File: config.mk
export PLATFORM = sky130hd
export DESIGN_NAME = unary_add_seq
export DESIGN_NICKNAME = d
export VERILOG_FILES = /design/src/rtl/unary_add_seq.sv
export SDC_FILE = /design/constraint.sdc
export NUM_CORES = 1
export LEC_CHECK = 0
export CORE_ASPECT_RATIO = 0.75
export CORE_UTILIZATION = 59
export DETAILED_ROUTE_END_ITERATION = 12
export DONT_BUFFER_PORTS = 1
export PLACE_DENSITY_LB_ADDON = 0.12
export SLEW_MARGIN = 20
export SYNTH_ARGS = -nofsm -noshare
export SYNTH_HDL_FRONTEND = slang
export SYNTH_SLANG_ARGS = --single-unit
File: constraint.sdc
create_clock -name clk -period 11 [get_ports clk]
set_input_delay 1.65 -clock clk [delete_from_list [all_inputs] [get_ports clk]]
set_output_delay 1.65 -clock clk [all_outputs]
set_load 0.01 [all_outputs]
File: src/rtl/unary_add_seq.sv
`timescale 1ns/1ps
// Multi-digit base-9 adder built on one shared 1-digit unary adder core.
// Digits go LSB first: operands stream in as pulses, then the core drains and its pulses are counted.
module unary_add_seq #(
    parameter int DIGITS    = 4,
    parameter int WR_CYCLES = 10
) (
    input  logic                  clk,
    input  logic                  rst_n,
    input  logic                  start,
    input  logic [4*DIGITS-1:0]   op_a,
    input  logic [4*DIGITS-1:0]   op_b,
    output logic                  busy,
    output logic                  done,
    output logic                  err,
    output logic [4*DIGITS-1:0]   sum,
    output logic                  carry_out,
    output logic                  core_A,
    output logic                  core_B,
    output logic                  core_en,
    output logic                  core_rw,
    input  logic                  core_dout,
    input  logic                  core_C
);
    localparam int W  = 4 * DIGITS;
    localparam int IW = $clog2(DIGITS + 1);
    localparam int WW = $clog2(WR_CYCLES + 1);

    typedef enum logic [2:0] {
        S_IDLE, S_CHECK, S_READ, S_SETTLE, S_WRITE, S_DONE
    } state_t;

    state_t          state_q, state_d;
    logic [W-1:0]    op_a_q, op_a_d;
    logic [W-1:0]    op_b_q, op_b_d;
    logic [IW-1:0]   idx_q, idx_d;
    logic [3:0]      k_q, k_d;
    logic [WW-1:0]   wcnt_q, wcnt_d;
    logic [3:0]      cnt_q, cnt_d;
    logic            cin_q, cin_d;
    logic            cacc_q, cacc_d;
    logic [W-1:0]    sum_q, sum_d;
    logic            carry_out_q, carry_out_d;
    logic            err_q, err_d;

    function automatic logic [3:0] digit_at(input logic [W-1:0] v, input logic [IW-1:0] i);
        logic [3:0] d;
        d = 4'd0;
        for (int j = 0; j < DIGITS; j++) begin
            if (i == IW'(j)) d = v[4*j +: 4];
        end
        return d;
    endfunction

    function automatic logic [3:0] max4(input logic [3:0] a, input logic [3:0] b);
        return (a > b) ? a : b;
    endfunction

    logic [3:0]    dig_a, dig_b, mx_cur, r_cur;
    logic [IW-1:0] idx_nxt;
    logic [3:0]    r_nxt, r_first;
    logic [3:0]    cnt_nxt;
    logic          bad_digit;

    always_comb begin
        dig_a   = digit_at(op_a_q, idx_q);
        dig_b   = digit_at(op_b_q, idx_q);
        mx_cur  = max4(dig_a, dig_b);
        r_cur   = mx_cur + {3'd0, cin_q};
        idx_nxt = idx_q + IW'(1);
        // Read length of the following digit, with the carry this digit is producing.
        r_nxt   = max4(digit_at(op_a_q, idx_nxt), digit_at(op_b_q, idx_nxt)) + {3'd0, cacc_q};
        r_first = max4(digit_at(op_a_q, '0), digit_at(op_b_q, '0));
        cnt_nxt = cnt_q + {3'd0, (wcnt_q != '0) & core_dout};
        bad_digit = 1'b0;
        for (int j = 0; j < DIGITS; j++) begin
            if (op_a_q[4*j +: 4] > 4'd8 || op_b_q[4*j +: 4] > 4'd8) bad_digit = 1'b1;
        end
    end

    always_comb begin
        state_d     = state_q;
        op_a_d      = op_a_q;
        op_b_d      = op_b_q;
        idx_d       = idx_q;
        k_d         = k_q;
        wcnt_d      = wcnt_q;
        cnt_d       = cnt_q;
        cin_d       = cin_q;
        cacc_d      = cacc_q;
        sum_d       = sum_q;
        carry_out_d = carry_out_q;
        err_d       = err_q;
        core_A      = 1'b0;
        core_B      = 1'b0;
        core_en     = 1'b0;
        core_rw     = 1'b0;

        case (state_q)
            S_IDLE: begin
                if (start) begin
                    op_a_d      = op_a;
                    op_b_d      = op_b;
                    sum_d       = '0;
                    err_d       = 1'b0;
                    carry_out_d = 1'b0;
                    state_d     = S_CHECK;
                end
            end
            S_CHECK: begin
                if (bad_digit) begin
                    err_d   = 1'b1;
                    state_d = S_DONE;
                end else begin
                    cin_d   = 1'b0;
                    idx_d   = '0;
                    k_d     = '0;
                    cacc_d  = 1'b0;
                    state_d = (r_first == 4'd0) ? S_SETTLE : S_READ;
                end
            end
            S_READ: begin
                core_en = 1'b1;
                // The trailing carry-in pulse lands on cycle k == max(a,b).
                core_A  = (k_q < dig_a) | (cin_q & (k_q == mx_cur));
                core_B  = (k_q < dig_b);
                if (k_q != 4'd0) cacc_d = cacc_q | core_C;
                if (k_q == r_cur - 4'd1) begin
                    state_d = S_SETTLE;
                end else begin
                    k_d = k_q + 4'd1;
                end
            end
            S_SETTLE: begin
                core_en = 1'b1;
                cacc_d  = cacc_q | core_C;
                wcnt_d  = '0;
                cnt_d   = '0;
                state_d = S_WRITE;
            end
            S_WRITE: begin
                core_en = 1'b1;
                core_rw = 1'b1;
                cnt_d   = cnt_nxt;
                wcnt_d  = wcnt_q + WW'(1);
                if (wcnt_q == WW'(WR_CYCLES - 1)) begin
                    for (int j = 0; j < DIGITS; j++) begin
                        if (idx_q == IW'(j)) sum_d[4*j +: 4] = cnt_nxt;
                    end
                    cin_d  = cacc_q;
                    idx_d  = idx_nxt;
                    k_d    = '0;
                    cacc_d = 1'b0;
                    if (idx_nxt == IW'(DIGITS)) begin
                        carry_out_d = cacc_q;
                        state_d     = S_DONE;
                    end else begin
                        state_d = (r_nxt == 4'd0) ? S_SETTLE : S_READ;
                    end
                end
            end
            S_DONE: begin
                state_d = S_IDLE;
            end
            default: state_d = S_IDLE;
        endcase
    end

    always_ff @(posedge clk or negedge rst_n) begin
        if (!rst_n) begin
            state_q     <= S_IDLE;
            op_a_q      <= '0;
            op_b_q      <= '0;
            idx_q       <= '0;
            k_q         <= '0;
            wcnt_q      <= '0;
            cnt_q       <= '0;
            cin_q       <= 1'b0;
            cacc_q      <= 1'b0;
            sum_q       <= '0;
            carry_out_q <= 1'b0;
            err_q       <= 1'b0;
        end else begin
            state_q     <= state_d;
            op_a_q      <= op_a_d;
            op_b_q      <= op_b_d;
            idx_q       <= idx_d;
            k_q         <= k_d;
            wcnt_q      <= wcnt_d;
            cnt_q       <= cnt_d;
            cin_q       <= cin_d;
            cacc_q      <= cacc_d;
            sum_q       <= sum_d;
            carry_out_q <= carry_out_d;
            err_q       <= err_d;
        end
    end

    assign busy      = (state_q != S_IDLE) && (state_q != S_DONE);
    assign done      = (state_q == S_DONE);
    assign err       = err_q;
    assign sum       = sum_q;
    assign carry_out = carry_out_q;

endmodule

==> metrics list <==
* First-pass GRT wire length: 18,700 um
- Walking the worst path, the cells encountered are inv_1 -> ha_1 -> nor2b_4 -> a221o_1 -> a32oi_1 -> inv_1 -> ha_1 -> nor2b_1 -> o211ai_1 -> a21oi_2 -> mux2i_2 -> xor2_1 -> nor4b_1 -> nand4b_1 -> a21oi_1.
* Proportion of register bits with asynchronous set or reset after synthesis: 100%
- Fraction of final layout cells sized beyond drive strength 1: 14.6%
- The number of slew-limit violations in the final report was 0.
* Setup-violating endpoint count in the final report: 0
* Post-route DRC: 0
- Switch Pwr: 750 uW
- After synthesis, flip-flops and latches occupy 38.1% of the total area.
* Number of flops mapped to enable cells by yosys: 0
- Measured along the y axis, the die boundary spans 78.4 um.
- Proportion of power drawn by flip-flops and latches: 32.4%
- The floorplan step defined a core boundary enclosing 0.00743 sq mm.
* Half-perimeter wire length after placement: 8100 um
* Critical Path End Type: output port
* Worst setup slack after layout: 4660 ps
- Post-synthesis average cell area: 9.57 sq um
- Detailed routing inserted a total of 3,680 vias.
- Highest net fanout along the worst path: 29
* Critical Path RT: 9350 ps
* Worst setup skew after layout: 11.2 ps
- Synth warnings: 0
* Die X: 104 um
- In this run the remaining antenna-violating nets after routing total 0.
- In this run the clock root is driven by a clkbuf_8.
- Once layout is complete, the cells apart from fillers number 575.
- Worst Hold Class: reg2reg
- In this run the tightest slew margin relative to its limit is 28.6%.
- Port buffering added 0 buffers.
- Number of cells after detailed placement: 559
* Final routed wire length divided by cell count: 19.4 um
* Post-cts sizing count: 0
* Met3 capacity usage during global routing: 8.39%
- When the netlist entered floorplanning its net count stood at 552.
- GRT Util Overall: 29.5%
- Prior to clock tree synthesis, the placed netlist has a worst setup slack of 5130 ps.
- Worst R2R Path Depth: 17
- The critical path is of the reg2out type.
- Cells fill 64.7% of the core in the end.
- Primary FF master, synth: dfrtp_1
- Per report_power, the combinational group accounts for 54.9% of the total.
- For met1 alone, demand over resource in global routing was 42.9%.
- The tree built by TritonCTS fans out to 70 sinks.
- Number of DRC violations after detailed-routing iteration 0: 240
* Design internal power: 888 uW
- Synthesis handed over a netlist of 480 instances.
- After routing the design area is 0.00481 sq mm.
- In the global route stage, met2 resource usage came out at 42.4%.
* Library cells used by synthesis: 56
* Worst endpoint data arrival time: 4690 ps
* Post-synthesis register bit count: 70
- Hold-fix buffers, CTS: 0
- In this run the cell area measured after placement is 0.00462 sq mm.
- From synthesis to final layout, the design area changed by 4.77%.
* Most used standard cell by instance count after synthesis: dfrtp_1
- After clock tree synthesis, the setup repair step added 0 buffers.
- Adding up every negative setup slack in the final design gives 0 ps.
- For this design the ratio of total power to cell area is 340 mW/mm^2.
- No sink is reached through more buffers than the 2 on the longest clock path.
- Register clock-pin slew on the reported worst setup and hold paths: 80 ps
- Initial antenna violation count: 0
- After floorplanning, the core was divided into 27 placement rows.
- Total global routing overflow: 0
- 61 I/O pins were placed.
- The cell area that synthesis handed to floorplanning was 0.00459 sq mm.
* Clock tree from TritonCTS: yes
- Unrepaired setup endpoints after global routing: false
* Most used routing layer: met1
- Hold violation total from the final report: 0
* Number of logic stages on the critical path including buffering: 15
* CTS HTree Levels: 3
- Maximum capacitance violations: 0
* Switching portion of total power: 45.8%
- Cells taking the most area after synthesis: dfrtp_1 38%, mux2_2 10%, ha_1 9.5%, nand2_1 4.2%, o21ai_0 3.5%
- The number of global-route vias before repair came to 3,651.
- The worst setup path is launched from a flip-flop.
* Starting utilization of the core area: 61.8%
- After detailed routing, the number of vias per cell comes to 6.40.
- Family of cells with the greatest summed delay on the critical path: compound AO/OA/AOI/OAI gates
- Cell types with the highest counts after synthesis: 70 x dfrtp_1, 51 x nand2_1, 42 x mux2_2
- Post-layout nets: 541
- Weighted congestion reported at the end of routability-driven placement: 0.899
* Outcome: finished, final reports clean
* Number of buffers inserted during clock tree synthesis: 9
- The repair_antennas step left the layout with diodes totalling 0.
- In this design, the stage delay of the slowest critical-path cell is 800 ps.
- The pre-antenna-repair detailed-routing pass consisted of 6 iterations.
* Maximum number of pins on one net before global-route repair: 71
- The later pin in the worst-skew pair is clocked with a latency of 350 ps.
- Final Critical Period: 6340 ps
* Synth area leader: dfrtp_1
- WP buf/inv: 2
- Wires add up to 11,100 um.
* Slowest cell on the critical path: ha_1
- Along the worst hold path, the cell count comes to 1.
* Synth top area share: 38.1%
* Slew of the pin with the lowest slew margin: 1070 ps
- The final critical path takes up 57.7% of the cycle.
- Static timing analysis puts the maximum clock frequency at 0.158 GHz.
- Summed over all cells, the static leakage comes to 2.10 nW.
- Die ar.: 0.00815 sq mm
- The clock network accounts for 12.7% of the total power.
* Maximum resistive drop on vdd: 0.174 mV
-- cell usage in the layout, fill, tap and decap left out, types with 4 or more instances in the layout --
| cell | n |
|---|---|
| a21oi_1 | 23 |
| a221o_1 | 5 |
| a221oi_1 | 7 |
| a32oi_1 | 6 |
| and2_1 | 6 |
| clkbuf_8 | 9 |
| dfrtp_1 | 70 |
| ha_1 | 35 |
| inv_1 | 26 |
| mux2_2 | 42 |
| mux2i_1 | 6 |
| nand2_1 | 51 |
| nand2b_1 | 16 |
| nand3_1 | 7 |
| nand4_1 | 4 |
| nor2_1 | 24 |
| nor2b_1 | 11 |
| nor3_1 | 9 |
| o21a_1 | 5 |
| o21ai_0 | 32 |
| o21ai_1 | 5 |
| o31ai_1 | 11 |
| or3_1 | 5 |
| xnor2_1 | 4 |
| xor2_1 | 4 |
-- worst register-to-register path: stages, from the launching register on --
cell and delay, ps:
dfrtp_1 430, inv_1 100, ha_1 800, nor2b_4 110, a221o_1 330, a32oi_1 400
inv_1 110, ha_1 320, nor2b_1 140, o211ai_1 210, a21oi_2 160, o21ai_0 410
ha_1 280, ha_1 260, xor2_1 170, nand3_2 120, o21ai_1 310, o22ai_1 120
-- per-layer routing --
layer / part of all wire, % / vias to the layer above / wire (um)
met5: 0 / - / 0
met4: 1.0 / 0 / 114
met3: 9.3 / 12 / 1030
met2: 42 / 146 / 4700
met1: 48 / 1806 / 5290
li1: - / 1716 / -
-- path summary, 6_finish.rpt --
check / from / to / slack [ps]
max in group asynchronous: rst_n / op_a_q[11]$_DFFE_PN0P_ / 9890
min in group asynchronous: rst_n / op_a_q[5]$_DFFE_PN0P_ / 990
worst max-delay path: idx_q[1]$_DFFE_PN0P_ / core_A / 4660
worst min-delay path: cin_q$_DFFE_PN0P_ / cin_q$_DFFE_PN0P_ / 510
worst max register to register: idx_q[1]$_DFFE_PN0P_ / k_q[1]$_DFFE_PN0P_ / 6090
worst min register to register: cin_q$_DFFE_PN0P_ / cin_q$_DFFE_PN0P_ / 510
-- per-stage QoR --
stage                     hold slack (ps)  total power [mW]
after floorplan                       466              1.21
after CTS                             509              1.63
final                                 507              1.64
after global routing                  513              1.78
after detailed placement              483              1.42
after global placement                481              1.38
-- registers in the layout, indices dropped and copies added, names as in the netlist, 3 cells and up --
signal / cells
state_q: 3
idx_q: 3
sum: 16
k_q: 4
op_a_q: 16
wcnt_q: 4
op_b_q: 16
cnt_q: 4
-- power groups by stage --
stage	combinational, mW	clock (mW)	sequential, mW
after floorplan	0.756	0	0.453
after global placement	0.851	0	0.527
after detailed placement	0.893	0	0.528
after CTS	0.897	0.213	0.524
after global routing	1.02	0.221	0.545
final	0.899	0.209	0.530
-- cell type report --
type | count | area (sq um)
Multi-Input combinational cell | 360 | 2640
Fill cell | 634 | 2620
Sequential cell | 70 | 1750
Clock buffer | 11 | 131
Tap cell | 101 | 126
Inverter | 27 | 101
Clock inverter | 5 | 58.8
Timing Repair Buffer | 1 | 7.51
-- kinds of logic (layout without fill, tap and decap cells) --
logic type	count (synthesis)	count (layout)	share of synthesized area [%]
multiplexers	49	49	11.9
flip-flops	70	70	38.1
AND/OR/NAND/NOR	149	149	16.5
adder cells (fa/ha/maj)	35	35	9.53
buffers and inverters	50	44	4.60
AO/OA/AOI/OAI	118	118	17.3
XOR/XNOR	9	9	2.02
(Power assumes the default switching activity.)
==> RTL edit: new RTL, same settings <==
The 6 states of `state_t` get a one-hot encoding in 6 bits.
--- a/src/rtl/unary_add_seq.sv
+++ b/src/rtl/unary_add_seq.sv
@@ -28,4 +28,4 @@
 
-    typedef enum logic [2:0] {
-        S_IDLE, S_CHECK, S_READ, S_SETTLE, S_WRITE, S_DONE
+    typedef enum logic [5:0] {
+        S_IDLE = 6'b000001, S_CHECK = 6'b000010, S_READ = 6'b000100, S_SETTLE = 6'b001000, S_WRITE = 6'b010000, S_DONE = 6'b100000
     } state_t;
Function: same outputs for any inputs over 10 cycles, from zero or initial values and one cycle with rst_n low; not proved beyond that.
==> RTL edit against the original RTL <==
Power is 13% lower. Via count is 1.7% higher. Largest cell class unchanged. Setup slack worse by 620 ps. Synthesized area is 4.0% higher. Register-to-register slack worse by 970 ps. Design area is 5.0% higher. Critical endpoint unchanged. Clock power is 23% higher. Wire length is 2.6% higher. Sequential cell count is 3 higher.
==> RTL edit: results (changes against the original RTL) <==
synthesis:
  synth.yosys.seq_area_share: 0.383  # +0.00129
  synthMuxAreaShare: 0.110  # -0.00930
  synth_top_family_by_area: "compound AO/OA/AOI/OAI gates"
  ys_warn_count: 0  # unchanged
  synthArstFlopShare: 1.00  # unchanged
  synth_xor_area_frac: 0.0147  # -0.00549
  synth_compound_area_frac: 0.207  # +0.0337
  synth_common_cells: "dfrtp_1 (72), nand2_1 (46), mux2_2 (39), o21ai_0 (36), ha_1 (34)"
  synth.distinct_cells: 61  # +8.9%
  syn_nets: 561  # +1.6%
  synth-adder-area-share: 0.0891  # -0.00629
  yosysMostFrequentCell: "dfrtp_1"
  synthTopCellsByArea: "dfrtp_1 (38%), mux2_2 (9.2%), ha_1 (8.9%), o21ai_0 (3.8%), nand2_1 (3.6%)"
clock_network:
  clk_pin_slew_ps: 80  # about the same
  cts.path.max_buffers: 2  # unchanged
  root_buffer: "clkbuf_8"
  post_cts_buffers: 0  # unchanged
  cts_buffers: 9  # unchanged
  cts_resized: 0  # unchanged
  worstSkewPairLatency_ps: 350  # about the same
  htree_levels: 3  # unchanged
power:
  clkPwrFrac: 0.181  # +0.054
  p_leak_nw: 2.33  # +11%
  irDropWorstVdd_mv: 0.155  # -11%
  p_int_mw: 0.815  # -8.2%
place:
  place.gp.congestion: 1.02  # +14%
  place_area_um2: 4810  # +4.1%
  pre_cts_ws_ps: 4530  # -599 ps
  dp_hpwl_um: 8370  # +3.3%
  io_buffers: 0  # unchanged
grt:
  grtUsageTotal: 0.294  # -0.00108
  antenna_found_initial: 0  # unchanged
  grt_pass1_wl_um: 19100  # +2.5%
  grt_max_degree: 74  # +4.2%
critical_path:
  reg2reg_from: "idx_q[1]$_DFFE_PN0P_"
  reg2reg_to: "state_q[2]$_DFFE_PN0P_"
  slowest_delay_ps: 830  # +30 ps
  crit_fanout: 26  # -10%
  critPathTopFamily: "compound AO/OA/AOI/OAI gates"
  cpMaxStageDelayCell: "a2111oi_2"
  startpoint_type: "register"
  arrival_ps: 5320  # +630 ps
  rrSetupSlack_ps: 5120  # -970 ps
  reg2regPathDepth: 19  # +2
sta:
  worst_slew_pin_slew_ps: 1080  # +14.1 ps
  skew_ps: 11.3  # +0.0982 ps
  finalWorstSetupSlack_ps: 4030  # -623 ps
route:
  first_pass_iters: 5  # -1
  drt_iter0_drc: 320  # +33%
  via_count: 3744  # +1.7%
  wl_um: 11400  # +2.6%
cells_and_area:
  n_fill_cell: 657  # +3.6%
  drive_above_1_share: 0.136  # -0.00949
  n_antenna_cell: 0  # unchanged
  fin_nets: 552  # +2.0%
hold_path:
  hold_class: "reg -> reg"
  whs_path_depth: 1  # unchanged
run_status:
  run_status: "finished, final reports clean"
==> RTL edit: cell count changes after synthesis, sizes merged, moves of 6 or more <==
cell	before	now
nand2b	16	10
a21o	1	8
nand3b	2	9
a21oi	24	18
==> RTL edit: routing by layer <==
metal / wire, um / global-route usage / vias to the layer above
li1: - / - / 1778
met1: 5400 / 0.414 / 1813
met2: 4860 / 0.438 / 139
met3: 1040 / 0.0890 / 14
met4: 129 / 0.0792 / 0
met5: 0 / 0 / -
==> RTL edit: kinds of logic (layout without fill, tap and decap cells) <==
group	Yosys count	count (layout)
xor+xnor	8	8
simple gates	141	141
fa+ha+maj	34	34
mux	47	47
buf+inv	52	47
flops	73	73
compound gates	135	135
==> RTL edit: power groups by stage <==
stage	combinational (mW)	clock [mW]	sequential, mW
after floorplan	0.592	0	0.396
after global placement	0.688	0	0.438
after detailed placement	0.708	0	0.440
after CTS	0.716	0.263	0.435
after global routing	0.809	0.273	0.448
final	0.724	0.257	0.442
==> RTL edit: how the worst min path moves through the flow <==
stage	start	endpoint	slack, ps
2_1_floorplan	cnt_q[0]$_DFFE_PN0P_	cnt_q[0]$_DFFE_PN0P_	460
3_3_place_gp	cnt_q[0]$_DFFE_PN0P_	cnt_q[0]$_DFFE_PN0P_	470
3_5_place_dp	cnt_q[0]$_DFFE_PN0P_	cnt_q[0]$_DFFE_PN0P_	480
4_1_cts	cnt_q[0]$_DFFE_PN0P_	cnt_q[0]$_DFFE_PN0P_	490
5_1_grt	cnt_q[3]$_DFFE_PN0P_	cnt_q[3]$_DFFE_PN0P_	530
6_report	cnt_q[0]$_DFFE_PN0P_	cnt_q[0]$_DFFE_PN0P_	490
==> RTL edit: per-stage QoR <==
stage                     total power [mW]  instances
after floorplan                      0.989        490
after global placement                1.13        575
after detailed placement              1.15        575
after CTS                             1.41        590
after global routing                  1.53        590
final                                 1.42        590
==> RTL edit: area by class of cell <==
type,instances,area [um^2],area share
Clock buffer,9,124,0.0245
Inverter,31,116,0.0230
Sequential cell,73,1830,0.362
Timing Repair Buffer,1,7.51,0.00149
Clock inverter,6,116,0.0230
Multi-Input combinational cell,365,2730,0.540
Tap cell,105,131,0.0260
